### src/rtl/fifo_wr_arbiter.sv
// fifo_wr_arbiter: shares the single write port of an async FIFO among NUM_REQ
// requesters in the write clock domain. Round-robin grant with bursts bounded
// to MAX_BURST accepted words; writes are gated by the FIFO full flag so no
// word is lost or duplicated.
//
// Ports:
//   wrclk_i      write-domain clock
//   rst_i        synchronous active-high reset
//   req_i        per-requester word available (held with data until acked)
//   req_data_i   packed requester data, requester i at [i*DW +: DW]
//   full_i       FIFO full flag (already synchronised to wrclk)
//   gnt_o        registered one-hot owner, zero when idle
//   ack_o        combinational, ack_o[i] = word of requester i written this cycle
//   wrreq_o      combinational FIFO write strobe
//   data_in_o    combinational owner data, zero when no owner
//   busy_o       registered, high while a burst is in progress
//
// Optional (macro FIFO_WR_ARB_STATS_EN):
//   cnt_sel_i    selects a per-requester accepted-word counter
//   cnt_out_o    registered value of the selected 16-bit saturating counter
module fifo_wr_arbiter #(
    parameter int unsigned NUM_REQ   = 4,
    parameter int unsigned MAX_BURST = 4,
    parameter int unsigned DW        = 8
) (
    input  logic                            wrclk_i,
    input  logic                            rst_i,
    input  logic [NUM_REQ-1:0]              req_i,
    input  logic [NUM_REQ*DW-1:0]           req_data_i,
    input  logic                            full_i,
`ifdef FIFO_WR_ARB_STATS_EN
    input  logic [$clog2(NUM_REQ)-1:0]      cnt_sel_i,
    output logic [15:0]                     cnt_out_o,
`endif
    output logic [NUM_REQ-1:0]              gnt_o,
    output logic [NUM_REQ-1:0]              ack_o,
    output logic                            wrreq_o,
    output logic [DW-1:0]                   data_in_o,
    output logic                            busy_o
);

    localparam int unsigned IdxW = $clog2(NUM_REQ);

    typedef enum logic {StIdle, StBurst} state_e;

    state_e               state_q, state_d;
    logic [IdxW-1:0]      owner_q, owner_d;
    logic [IdxW-1:0]      rr_ptr_q, rr_ptr_d;
    logic [7:0]           burst_cnt_q, burst_cnt_d;
    logic [NUM_REQ-1:0]   gnt_q, gnt_d;
    logic                 busy_q, busy_d;

    logic                 found;
    logic [IdxW-1:0]      sel_idx;
    int unsigned          cand;
    logic                 req_own;
    logic [IdxW-1:0]      owner_inc;

    // First requesting index at or after rr_ptr, wrapping at NUM_REQ-1.
    always_comb begin
        found   = 1'b0;
        sel_idx = '0;
        cand    = 0;
        for (int unsigned i = 0; i < NUM_REQ; i++) begin
            cand = (32'(rr_ptr_q) + i) % NUM_REQ;
            if (!found && req_i[cand[IdxW-1:0]]) begin
                found   = 1'b1;
                sel_idx = cand[IdxW-1:0];
            end
        end
    end

    assign req_own   = req_i[owner_q];
    assign owner_inc = (owner_q == IdxW'(NUM_REQ - 1)) ? '0 : owner_q + IdxW'(1);

    // Write port: only the owner may write, and never while the FIFO is full.
    always_comb begin
        wrreq_o   = (state_q == StBurst) && req_own && !full_i;
        ack_o     = '0;
        data_in_o = '0;
        if (wrreq_o) begin
            ack_o[owner_q] = 1'b1;
        end
        for (int unsigned i = 0; i < NUM_REQ; i++) begin
            if ((state_q == StBurst) && (owner_q == IdxW'(i))) begin
                data_in_o = req_data_i[i*DW +: DW];
            end
        end
    end

    always_comb begin
        state_d     = state_q;
        owner_d     = owner_q;
        rr_ptr_d    = rr_ptr_q;
        burst_cnt_d = burst_cnt_q;
        gnt_d       = gnt_q;
        busy_d      = busy_q;
        unique case (state_q)
            StIdle: begin
                if (found) begin
                    state_d     = StBurst;
                    owner_d     = sel_idx;
                    gnt_d       = NUM_REQ'(1) << sel_idx;
                    busy_d      = 1'b1;
                    burst_cnt_d = '0;
                end
            end
            StBurst: begin
                if (wrreq_o) begin
                    burst_cnt_d = burst_cnt_q + 8'd1;
                end
                // An empty owner ends the burst even while stalled on full.
                if ((wrreq_o && (burst_cnt_q == 8'(MAX_BURST - 1))) || !req_own) begin
                    state_d  = StIdle;
                    gnt_d    = '0;
                    busy_d   = 1'b0;
                    rr_ptr_d = owner_inc;
                end
            end
            default: state_d = StIdle;
        endcase
    end

    always_ff @(posedge wrclk_i) begin
        if (rst_i) begin
            state_q     <= StIdle;
            owner_q     <= '0;
            rr_ptr_q    <= '0;
            burst_cnt_q <= '0;
            gnt_q       <= '0;
            busy_q      <= 1'b0;
        end else begin
            state_q     <= state_d;
            owner_q     <= owner_d;
            rr_ptr_q    <= rr_ptr_d;
            burst_cnt_q <= burst_cnt_d;
            gnt_q       <= gnt_d;
            busy_q      <= busy_d;
        end
    end

    assign gnt_o  = gnt_q;
    assign busy_o = busy_q;

`ifdef FIFO_WR_ARB_STATS_EN
    logic [NUM_REQ-1:0][15:0] stat_q;
    logic [15:0]              cnt_out_q;

    always_ff @(posedge wrclk_i) begin
        if (rst_i) begin
            stat_q    <= '0;
            cnt_out_q <= '0;
        end else begin
            for (int unsigned i = 0; i < NUM_REQ; i++) begin
                if (ack_o[i] && (stat_q[i] != 16'hFFFF)) begin
                    stat_q[i] <= stat_q[i] + 16'd1;
                end
            end
            cnt_out_q <= stat_q[cnt_sel_i];
        end
    end

    assign cnt_out_o = cnt_out_q;
`endif

endmodule

### config.mk
export PLATFORM = sky130hd
export DESIGN_NAME = fifo_wr_arbiter
export DESIGN_NICKNAME = d
export VERILOG_FILES = /design/src/rtl/fifo_wr_arbiter.sv
export SDC_FILE = /design/constraint.sdc
export NUM_CORES = 1
export LEC_CHECK = 0
export BUFFER_PORTS_ARGS = -buffer_cell sky130_fd_sc_hd__buf_2
export CAP_MARGIN = 20
export CORE_ASPECT_RATIO = 1.75
export CORE_MARGIN = 3
export CORE_UTILIZATION = 42
export CTS_CLUSTER_SIZE = 28
export DETAILED_ROUTE_END_ITERATION = 7
export GPL_TIMING_DRIVEN = 0
export PLACE_DENSITY = 0.75
export REMOVE_ABC_BUFFERS = 1
export SLEW_MARGIN = 10
export SYNTH_ARGS = -nofsm -noshare
export SYNTH_HDL_FRONTEND = slang
export SYNTH_SLANG_ARGS = --single-unit
### constraint.sdc
create_clock -name wrclk_i -period 1.8 [get_ports wrclk_i]
set_input_delay 0.36 -clock wrclk_i [delete_from_list [all_inputs] [get_ports wrclk_i]]
set_output_delay 0.36 -clock wrclk_i [all_outputs]
set_load 0.02 [all_outputs]
# Word level (Yosys, flattened, before mapping)
# Index checks and enable logic that the tools add are counted.
# totals
mem_bits_ro,0
ram_bits,0
latchBits,0
in_bits,39
out_inout_bits,18
wordCells,86
memories,0
ff_bits,18
# classes
eq_ne,7
reduce_logical,22
n_mux,38
n_div,0
mul,0
order_cmp,6
bitwise_logic,1
shift,1
add_sub_neg,5
# ops
operator,count
8-bit two-way mux,6
8-bit case mux with 2 select lines,1
2-bit by 3-bit less-than comparator with 1-bit output (second input constant),5
1-bit two-way mux,14
4-bit two-way mux,3
1-bit logical AND,11
1-bit binary-select mux with 2-bit select,5
2-bit two-way mux,5
8-bit by 1-bit adder with 8-bit output (second input constant),1
8-bit by 2-bit == test with 1-bit output (second input constant),1
4-bit case mux with 2 select lines,1
2-bit AND reduction,4
1-bit zero test,5
2-bit by 1-bit adder with 2-bit output (second input constant),2
2-bit adder (second input constant),2
2-bit == test (second input constant),2
2-bit inequality test (second input constant),2
1-bit case mux with 2 select lines,2
1-bit by 2-bit << shifter with 4-bit output (first input constant),1
1-bit demux with 2-bit select,1
2-bit by 1-bit == test with 1-bit output (second input constant),1
2-bit by 1-bit greater-or-equal comparator with 1-bit output (second input constant),1
2-bit zero test,1
2-bit by 1-bit inequality test with 1-bit output (second input constant),1
other kinds (2),2

# Logic depth before layout (Yosys ltp)
# Gate-level depths: netlist of run 1.
# logic_depth
depth_word,15
depth_mapped,7
mapped_depth_nobuf,6

# Least setup slack after synthesis of run 1
# Ideal clock, no wire load.
# synth_path
path_kind,reg2out
startpoint,reg owner_q[0]
endpoint,out data_in_o[4]
arrival_time_ps,1735
setup_slack_ps,-295
t_required_ps,1440
path_stages_with_launch,8
n_path_buf,2
cell_sequence,dfxtp_1 > inv_1 > ha_1 > clkbuf_1 > clkbuf_1 > a221oi_1 > a211o_1 > a21oi_1
# synth_via
elab_chain_len,6
elab_cells_between_ends,12
classes_between,3 x eq/ne; 4 x mux; 5 x reduce/logical
# synth_rtl
element,line,text
from (decl),47,"logic [IdxW-1:0] owner_q, owner_d;"
from (signal assigned),134,owner_q <= owner_d;
2-bit zero test,85,if ((state_q == StBurst) && (owner_q == IdxW'(i))) begin
1-bit logical AND,85,
8-bit two-way mux (3 in a row),85,
8-bit two-way mux *,85,
to (decl),38,"output logic [DW-1:0] data_in_o,"
# Every way passes the cells marked *; elsewhere a longest branch is shown, timed or not.

# Final worst setup path of run 1
# layout_path
startpoint,reg owner_q[1]
endpoint,out data_in_o[1]
# The elaborated chain is that of the path after synthesis.

==> results.cfg, run 1 <==
[sta]
hold_ws_ns = 0.418
slew_headroom_pct = 64.8
tightest_slew_ns = 0.527
min_period_ns = 2.12
finClkSkew_ns = 0.00166
drv_slew = 0
rsz0062_at_grt = yes
finalSetupTns_ns = -3.97
hold_violations = 0
finalCritPeriodShare_pct = 118
setup-violations-final = 24
worst_slack_ns = -0.315
fmax_ghz = 0.473

[global_route]
grt_max_degree = 19
grt_overflow_total = 0
grt_util_all_layers_pct = 20.5
grt_pass1_vias = 1395
antenna_found_initial = 0
grt_pass1_wl_mm = 5.80

[die]
die_w_um = 47.9
initial_core_util_pct = 44.0
std_cell_rows = 26
core_area_sq_um = 2930
die_area_sq_um = 3800
fp.dieH_um = 79.3
design.portCount = 57

[layout]
layout-drive-gt1-share_pct = 40.5
finalNetCount = 277
area_delta_synth_final_pct = 45.1
layout.cells.non_filler = 260
antenna_cells = 0
fill_cells = 251

[status]
status = complete, but fails checks
failed_checks = negative setup slack

[route]
ant_nets = 0
wirelength_mm = 4.21
vias_per_cell = 6.02
dr_total_vias = 1565
avgRoutedWirePerCell_um = 16.2
drt-initial-drc-count = 53
dr.pass1.iters = 4
drc = 0

[yosys]
synth_edf_count = 0
synth_flop_cell = dfxtp_1
post-synth-top-count-cell = dfxtp_1
synth_top_area_share_pct = 28.0
synth.distinct_cells = 34
syn_inst = 170
synth_top_area_cell = dfxtp_1
synth_area_leaders = dfxtp_1 (28%), nor2b_1 (6.3%), a21oi_1 (6.2%), a211o_1 (6.1%), a221oi_1 (5.4%)
syn_area_per_cell_sq_um = 7.58
async_flop_share_pct = 0
yosysSeqAreaShare_pct = 28.0
netlist_area_sq_um = 1290
yosys_warnings = 0
synth_seq_cells = 18
synth_common_cells = dfxtp_1 (18), a21oi_1 (16), nand2_1 (15)

[power_and_ir_drop]
power.total_uw = 1240
p_per_area_nw_per_um2 = 662
p_leak_uw = 0.000854
ir_drop_mv = 0.549

[clocking]
clockBufferDepth = 2
ctsHtreeMaxLevel = 1
path_clk_slew_ns = 0.07
root_buffer = clkbuf_8
cts_tree = done
clk_latency_ns = 0.26
cts_inserted_buffers = 3
cts_sinks = 18
cts_hold_buffers = 0

[setup_path]
setup.worst_path.end_class = primary output
cp_max_fo = 6
crit_required_ns = 1.44
setup.worst_path.start_class = register
crit_type = register to primary output
cp.arrival_ns = 1.76

[min_path]
min_path_type = input port to register

[placed_design]
numPortBuffers = 56
dp_slack_ns = -0.328
dpl.hpwl_mm = 2.57
routabilityCongestion = 0.817
dp_cells = 244

[flow_run]
max_cap_viol_count = 0
-- metrics by stage --
| step | utilization, % | instance area [sq um] |
|---|---|---|
| 4_1_cts | 60.6 | 1770 |
| 5_1_grt | 63.9 | 1870 |
| 6_report | 63.9 | 1870 |
| 3_3_place_gp | 53.5 | 1570 |
| 2_1_floorplan | - | 1250 |
| 3_5_place_dp | 53.5 | 1570 |
-- sequential cells by signal (all words and copies together), names as in the netlist --
| signal | count |
|---|---|
| burst_cnt_q | 8 |
| gnt_o | 4 |
| owner_q | 2 |
| rr_ptr_q | 2 |
| busy_o | 1 |
| state_q | 1 |
-- critical path, cell delays in order (launching register included) --
cell and delay [ns]:
dfxtp_4 0.38, inv_4 0.06, ha_4 0.19, buf_6 0.13
nor2b_2 0.12, a221oi_1 0.09, a211o_1 0.23, a21oi_1 0.13
buf_4 0.16
-- timing repair --
item | CTS | global route
setup buffers | 8 | 3
resized for setup | 31 | 16
gates cloned | 0 | 1
setup endpoints to repair | 25 | 25
pin swaps | 10 | 2
-- cells in the final DEF (no fill, tap or decap), types with 5 or more instances in the layout --
cell type and n:
nand2_1 15, o21ai_0 7, buf_4 14, nor2b_1 10
a221oi_1 7, buf_2 47, nand4_1 5, a21oi_1 13
nand3_1 8, a211o_1 9, buf_6 6, and3_1 6
dfxtp_1 14, nor2_1 8, inv_1 11
-- per-layer routing --
| metal | GRT usage, % | wire (um) | vias up |
|---|---|---|---|
| met4 | 9.43 | 100 | 0 |
| met3 | 3.63 | 333 | 9 |
| li1 | - | - | 753 |
| met1 | 20.3 | 1610 | 719 |
| met2 | 37.4 | 2160 | 84 |
| met5 | 0 | 0 | - |
-- power breakdown --
part           switching (uW)  leakage (uW)  internal, uW  total (uW)
clock                     138     0.0000288           195         333
combinational             246      0.000676           222         468
sequential               22.3      0.000150           416         438
-- cell families after synthesis --
| family | count (synthesis) | share of synthesized area [%] |
|---|---|---|
| XOR/XNOR | 3 | 2.04 |
| adder cells (fa/ha/maj) | 5 | 4.85 |
| AO/OA/AOI/OAI | 51 | 27.3 |
| AND/OR/NAND/NOR | 68 | 28.5 |
| multiplexers | 2 | 2.52 |
| flip-flops | 18 | 28.0 |
| buffers and inverters | 23 | 6.80 |
-- final cells by class --
type | count | area, sq um | area share (%)
Tap cell | 28 | 35.0 | 1.87
Timing Repair Buffer | 67 | 408 | 21.8
Inverter | 13 | 51.3 | 2.74
Clock buffer | 4 | 55.1 | 2.94
Sequential cell | 18 | 375 | 20.1
Multi-Input combinational cell | 130 | 946 | 50.6
-- final timing paths --
kind                           start  depth (start not counted)  slack [ns]                           to
max reg2reg  owner_q[0]$_SDFFE_PP0P_                          5       -0.12  burst_cnt_q[7]$_SDFFE_PP0P_
min reg2reg    gnt_o[3]$_SDFFE_PP0P_                          2        0.48        gnt_o[3]$_SDFFE_PP0P_
min                            rst_i                          2        0.42     rr_ptr_q[0]$_SDFFE_PP0P_
max          owner_q[1]$_SDFFE_PP0P_                          8       -0.32                 data_in_o[1]
Power figures use the tool's default switching activity.
==> run 2: changes to the inputs <==
- CELL_PAD_IN_SITES_DETAIL_PLACEMENT: default -> 0
- CELL_PAD_IN_SITES_GLOBAL_PLACEMENT: default -> 1
- CORE_UTILIZATION: 42 -> 35
- PLACE_DENSITY: 0.75 -> default
- PLACE_DENSITY_LB_ADDON: default -> 0.1
- clock period: 1.8 -> 2.7 ns (I/O delays scaled with it)
==> results.cfg, run 2 (synthesis gave the netlist of run 1 again) <==
[sta]
fmax_ghz = 0.392
drv_slew = 0
finClkSkew_ns = 0.000923
worst_slack_ns = 0.148
setup-violations-final = 0
finalSetupTns_ns = 0
hold_violations = 0
slew_headroom_pct = 57.8
tightest_slew_ns = 0.633
min_period_ns = 2.55
finalCritPeriodShare_pct = 94.5
rsz0062_at_grt = no

[layout]
layout_common_cells = buf_2 (56), dfxtp_1 (18), a21oi_1 (16)
fin_util_pct = 47.8
regMostFlops = burst_cnt_q
area_delta_synth_final_pct = 28.5
fill_cells = 351
layout_commonest_cell = buf_2
layout-drive-gt1-share_pct = 29.5
fin_area_sq_um = 1660
antenna_cells = 0
finalNetCount = 265
largest_reg_flops = 8

[setup_path]
worstPathCellList = inv_1, ha_1, nor2b_1, a221oi_1, a211o_1, a21oi_1, buf_2
regToRegSetupSlack_ns = 0.56
startpoint = owner_q[0]$_SDFFE_PP0P_
crit_end = data_in_o[7]
critPathSlowestCell = dfxtp_1
cp.arrival_ns = 2.01
crit_type = register to primary output
setup.worst_path.start_class = register
cp_max_fo = 9
crit_required_ns = 2.16
setup.worst_path.end_class = primary output
rr_endpoint = rr_ptr_q[0]$_SDFFE_PP0P_
critPathMaxStageDelay_ns = 0.50
ff2ff_path_depth = 5
r2r-start = burst_cnt_q[0]$_SDFFE_PP0P_

[route]
ant_nets = 0
dr.pass1.iters = 4
drc = 0
avgRoutedWirePerCell_um = 14.7
dr_total_vias = 1468
drt-initial-drc-count = 48
vias_per_cell = 5.54
wirelength_mm = 3.91

[placed_design]
dp_slack_ns = 0.299
dpl.hpwl_mm = 3.04
numPortBuffers = 56
routabilityCongestion = 0.786
place_area_sq_um = 1590

[die]
std_cell_rows = 28
fp.dieH_um = 86.3
die_area_sq_um = 4480
design.portCount = 57
initial_core_util_pct = 37.2
core_area_sq_um = 3470
die_w_um = 51.9

[flow_run]
max_cap_viol_count = 0

[power_and_ir_drop]
p_leak_uw = 0.000778
ir_drop_mv = 0.310
power.total_uw = 767
p_per_area_nw_per_um2 = 463

[global_route]
grt_pass1_vias = 1414
grt_overflow_total = 0
grt_util_all_layers_pct = 17.8
grt_pass1_wl_mm = 6.14
grt_max_degree = 19
antenna_found_initial = 0

[clocking]
cts_sinks = 18
path_clk_slew_ns = 0.07
clk_latency_ns = 0.26
root_buffer = clkbuf_8
cts_tree = done
cts_inserted_buffers = 3
clockBufferDepth = 2
ctsHtreeMaxLevel = 1

[min_path]
min_path_type = register to register
hp-start = gnt_o[3]$_SDFFE_PP0P_

[status]
status = finished clean
## run 2: changes by cell type in the layout (fill, tap and decap cells not counted), moves of 4 or more
cell / change
buf_2: +9
dfxtp_4: -4
buf_6: -6
dfxtp_1: +4
buf_4: -14
## run 2: final cells by class
type / instances / area [sq um] / area share (%)
multi-input cells: 129 / 856 / 51.7
flip-flops and latches: 18 / 360 / 21.8
repair buffers: 56 / 280 / 16.9
well taps: 45 / 56.3 / 3.40
clock buffers: 4 / 55.1 / 3.32
inverters: 13 / 48.8 / 2.95
## run 2: critical path: cells and delay by family (launching register included)
| kind | cells | cell delay [ns] |
|---|---|---|
| adder cells (fa/ha/maj) | 1 | 0.33 |
| AO/OA/AOI/OAI | 3 | 0.46 |
| AND/OR/NAND/NOR | 1 | 0.18 |
| buffers and inverters | 2 | 0.29 |
| flip-flops | 1 | 0.50 |
## run 2: where the power goes
group	leakage [uW]	internal, uW	total, uW	switching, uW
clock	0.0000288	130	225	95.5
sequential	0.000147	278	292	13.1
combinational	0.000603	106	250	144
total	0.000778	514	767	253
## run 2: how the worst min path moves through the flow
stage	cells after the start	slack [ns]	endpoint
floorplan	2	0.45	burst_cnt_q[7]$_SDFFE_PP0P_
global route	2	0.51	busy_o$_SDFFE_PP0P_
CTS	2	0.48	gnt_o[3]$_SDFFE_PP0P_
detailed placement	2	0.47	busy_o$_SDFFE_PP0P_
finish	2	0.48	gnt_o[3]$_SDFFE_PP0P_
global placement	2	0.47	gnt_o[2]$_SDFFE_PP0P_
## run 2: per-layer routing
metal  share of wire [%]  vias to the layer above  global-route usage (%)
li1                    -                      725                       -
met1                  38                      681                    17.4
met2                  55                       55                    34.7
met3                 5.6                        7                    2.93
met4                 1.9                        0                    7.40
met5                   0                        -                       0
## run 2: metrics by stage
stage          hold slack [ns]  instances
6_report                 0.478        265
5_1_grt                  0.507        265
4_1_cts                  0.481        265
3_5_place_dp             0.470        261
3_3_place_gp             0.466        261
2_1_floorplan            0.453        160
## run 2: repair_timing
action                     4_1_cts  5_1_grt
hold buffers                     0        0
setup endpoints to repair        0        8
gates resized for setup          0        3
setup buffers                    0        0
==> run 3: changes to the inputs <==
- CORE_ASPECT_RATIO: 1.75 -> 0.5
==> results.cfg, run 3 (synthesis gave the netlist of run 1 again) <==
[global_route]
antenna_found_initial = 0
top_usage_layer = met2
use_met2_pct = 24.7
grt_max_degree = 19
grt_pass1_vias = 1284
grt_use_met1_pct = 21.7
grt_util_met3_pct = 5.08
grt_util_all_layers_pct = 15.9
grt_overflow_total = 0
grt_pass1_wl_mm = 5.98

[flow_run]
max_cap_viol_count = 0

[setup_path]
setup.worst_path.end_class = primary output
critPathSlowestCell = ha_1
setup.worst_path.start_class = register
crit_required_ns = 2.16
cp_max_fo = 17
worstPathCellList = inv_1, ha_1, a221oi_1, a211o_1, a21oi_1, buf_2
cp.arrival_ns = 2.00
critPathMaxStageDelay_ns = 0.50
regToRegSetupSlack_ns = 0.63
path_delay_family = compound AO/OA/AOI/OAI gates
crit_type = register to primary output
worst-path-buf-inv = 2

[route]
drc = 0
dr_total_vias = 1382
wirelength_mm = 3.61
avgRoutedWirePerCell_um = 13.5
vias_per_cell = 5.16
drt-initial-drc-count = 86
ant_nets = 0
dr.pass1.iters = 4

[sta]
finalSetupTns_ns = 0
min_period_ns = 2.54
slew_headroom_pct = 56.9
setup-violations-final = 0
hold_violations = 0
rsz0062_at_grt = no
worst_slack_ns = 0.163
fmax_ghz = 0.394
finClkSkew_ns = 0.00411
drv_slew = 0
finalCritPeriodShare_pct = 94.0
tightest_slew_ns = 0.645

[power_and_ir_drop]
power.total_uw = 756
p_per_area_nw_per_um2 = 459
ir_drop_mv = 0.346
p_leak_uw = 0.000777

[die]
fp.dieH_um = 48.9
die_w_um = 91.8
design.portCount = 57
die_area_sq_um = 4490
core_area_sq_um = 3260
std_cell_rows = 14
initial_core_util_pct = 39.6

[clocking]
cts_sinks = 18
path_clk_slew_ns = 0.07
cts_post_setup_buffers_inserted = 0
root_buffer = clkbuf_8
cts_inserted_buffers = 3
clockBufferDepth = 2
ctsHtreeMaxLevel = 1
cts_tree = done
clk_latency_ns = 0.26

[min_path]
min_path_type = register to register

[placed_design]
routabilityCongestion = 0.775
dpl.hpwl_mm = 2.69
numPortBuffers = 56
dp_slack_ns = 0.359

[layout]
fin_util_pct = 50.6
antenna_cells = 0
layout-drive-gt1-share_pct = 29.1
finalNetCount = 265
area_delta_synth_final_pct = 27.9
regMostFlops = burst_cnt_q
largest_reg_flops = 8
layout_common_cells = buf_2 (56), dfxtp_1 (18), a21oi_1 (16)
layout_commonest_cell = buf_2

[status]
status = finished clean
==> run 3: cell counts in the layout (fill, tap and decap cells not counted) <==
No cell type changed its count.
==> run 3: worst reg2reg max path: stages (launching register included) <==
cell     delay, ns
dfxtp_1       0.42
ha_1          0.24
or4b_1        0.46
o31a_1        0.35
or4_1         0.41
a21oi_1       0.14
==> run 3: per-stage QoR <==
step	hold slack, ns	std cells	area, sq um
6_report	0.476	268	1650
5_1_grt	0.500	268	1650
4_1_cts	0.478	268	1650
3_5_place_dp	0.467	264	1590
3_3_place_gp	0.458	264	1590
2_1_floorplan	0.453	160	1250
==> run 3: repair_timing <==
action                     CTS  global route
resized for setup            0             1
hold buffers                 0             0
setup endpoints to repair    0             8
==> run 3: path summary, 6_finish.rpt <==
check / start / end / cells after the start
setup / recovery: owner_q[0]$_SDFFE_PP0P_ / data_in_o[0] / 6
hold / removal: busy_o$_SDFFE_PP0P_ / busy_o$_SDFFE_PP0P_ / 2
setup reg to reg: burst_cnt_q[0]$_SDFFE_PP0P_ / rr_ptr_q[0]$_SDFFE_PP0P_ / 5
hold reg to reg: busy_o$_SDFFE_PP0P_ / busy_o$_SDFFE_PP0P_ / 2
==> run 3: metal layers <==
layer	part of all wire [%]	wire [um]
met1	48	1740
met2	42	1530
met3	8.9	320
met4	0.50	18
met5	0	0
==> run 3: final cells by class <==
type,instances,area [sq um]
clock buffers,4,55.1
fillers,326,1610
inverters,13,48.8
multi-input cells,129,843
flip-flops and latches,18,360
well taps,48,60.1
repair buffers,56,280
==> run 3: power breakdown <==
part / switching, uW / total [uW] / leakage [uW] / internal, uW
Clock: 93.9 / 224 / 0.0000288 / 130
Sequential: 11.5 / 290 / 0.000147 / 278
Combinational: 139 / 242 / 0.000602 / 104
Total: 244 / 756 / 0.000777 / 512
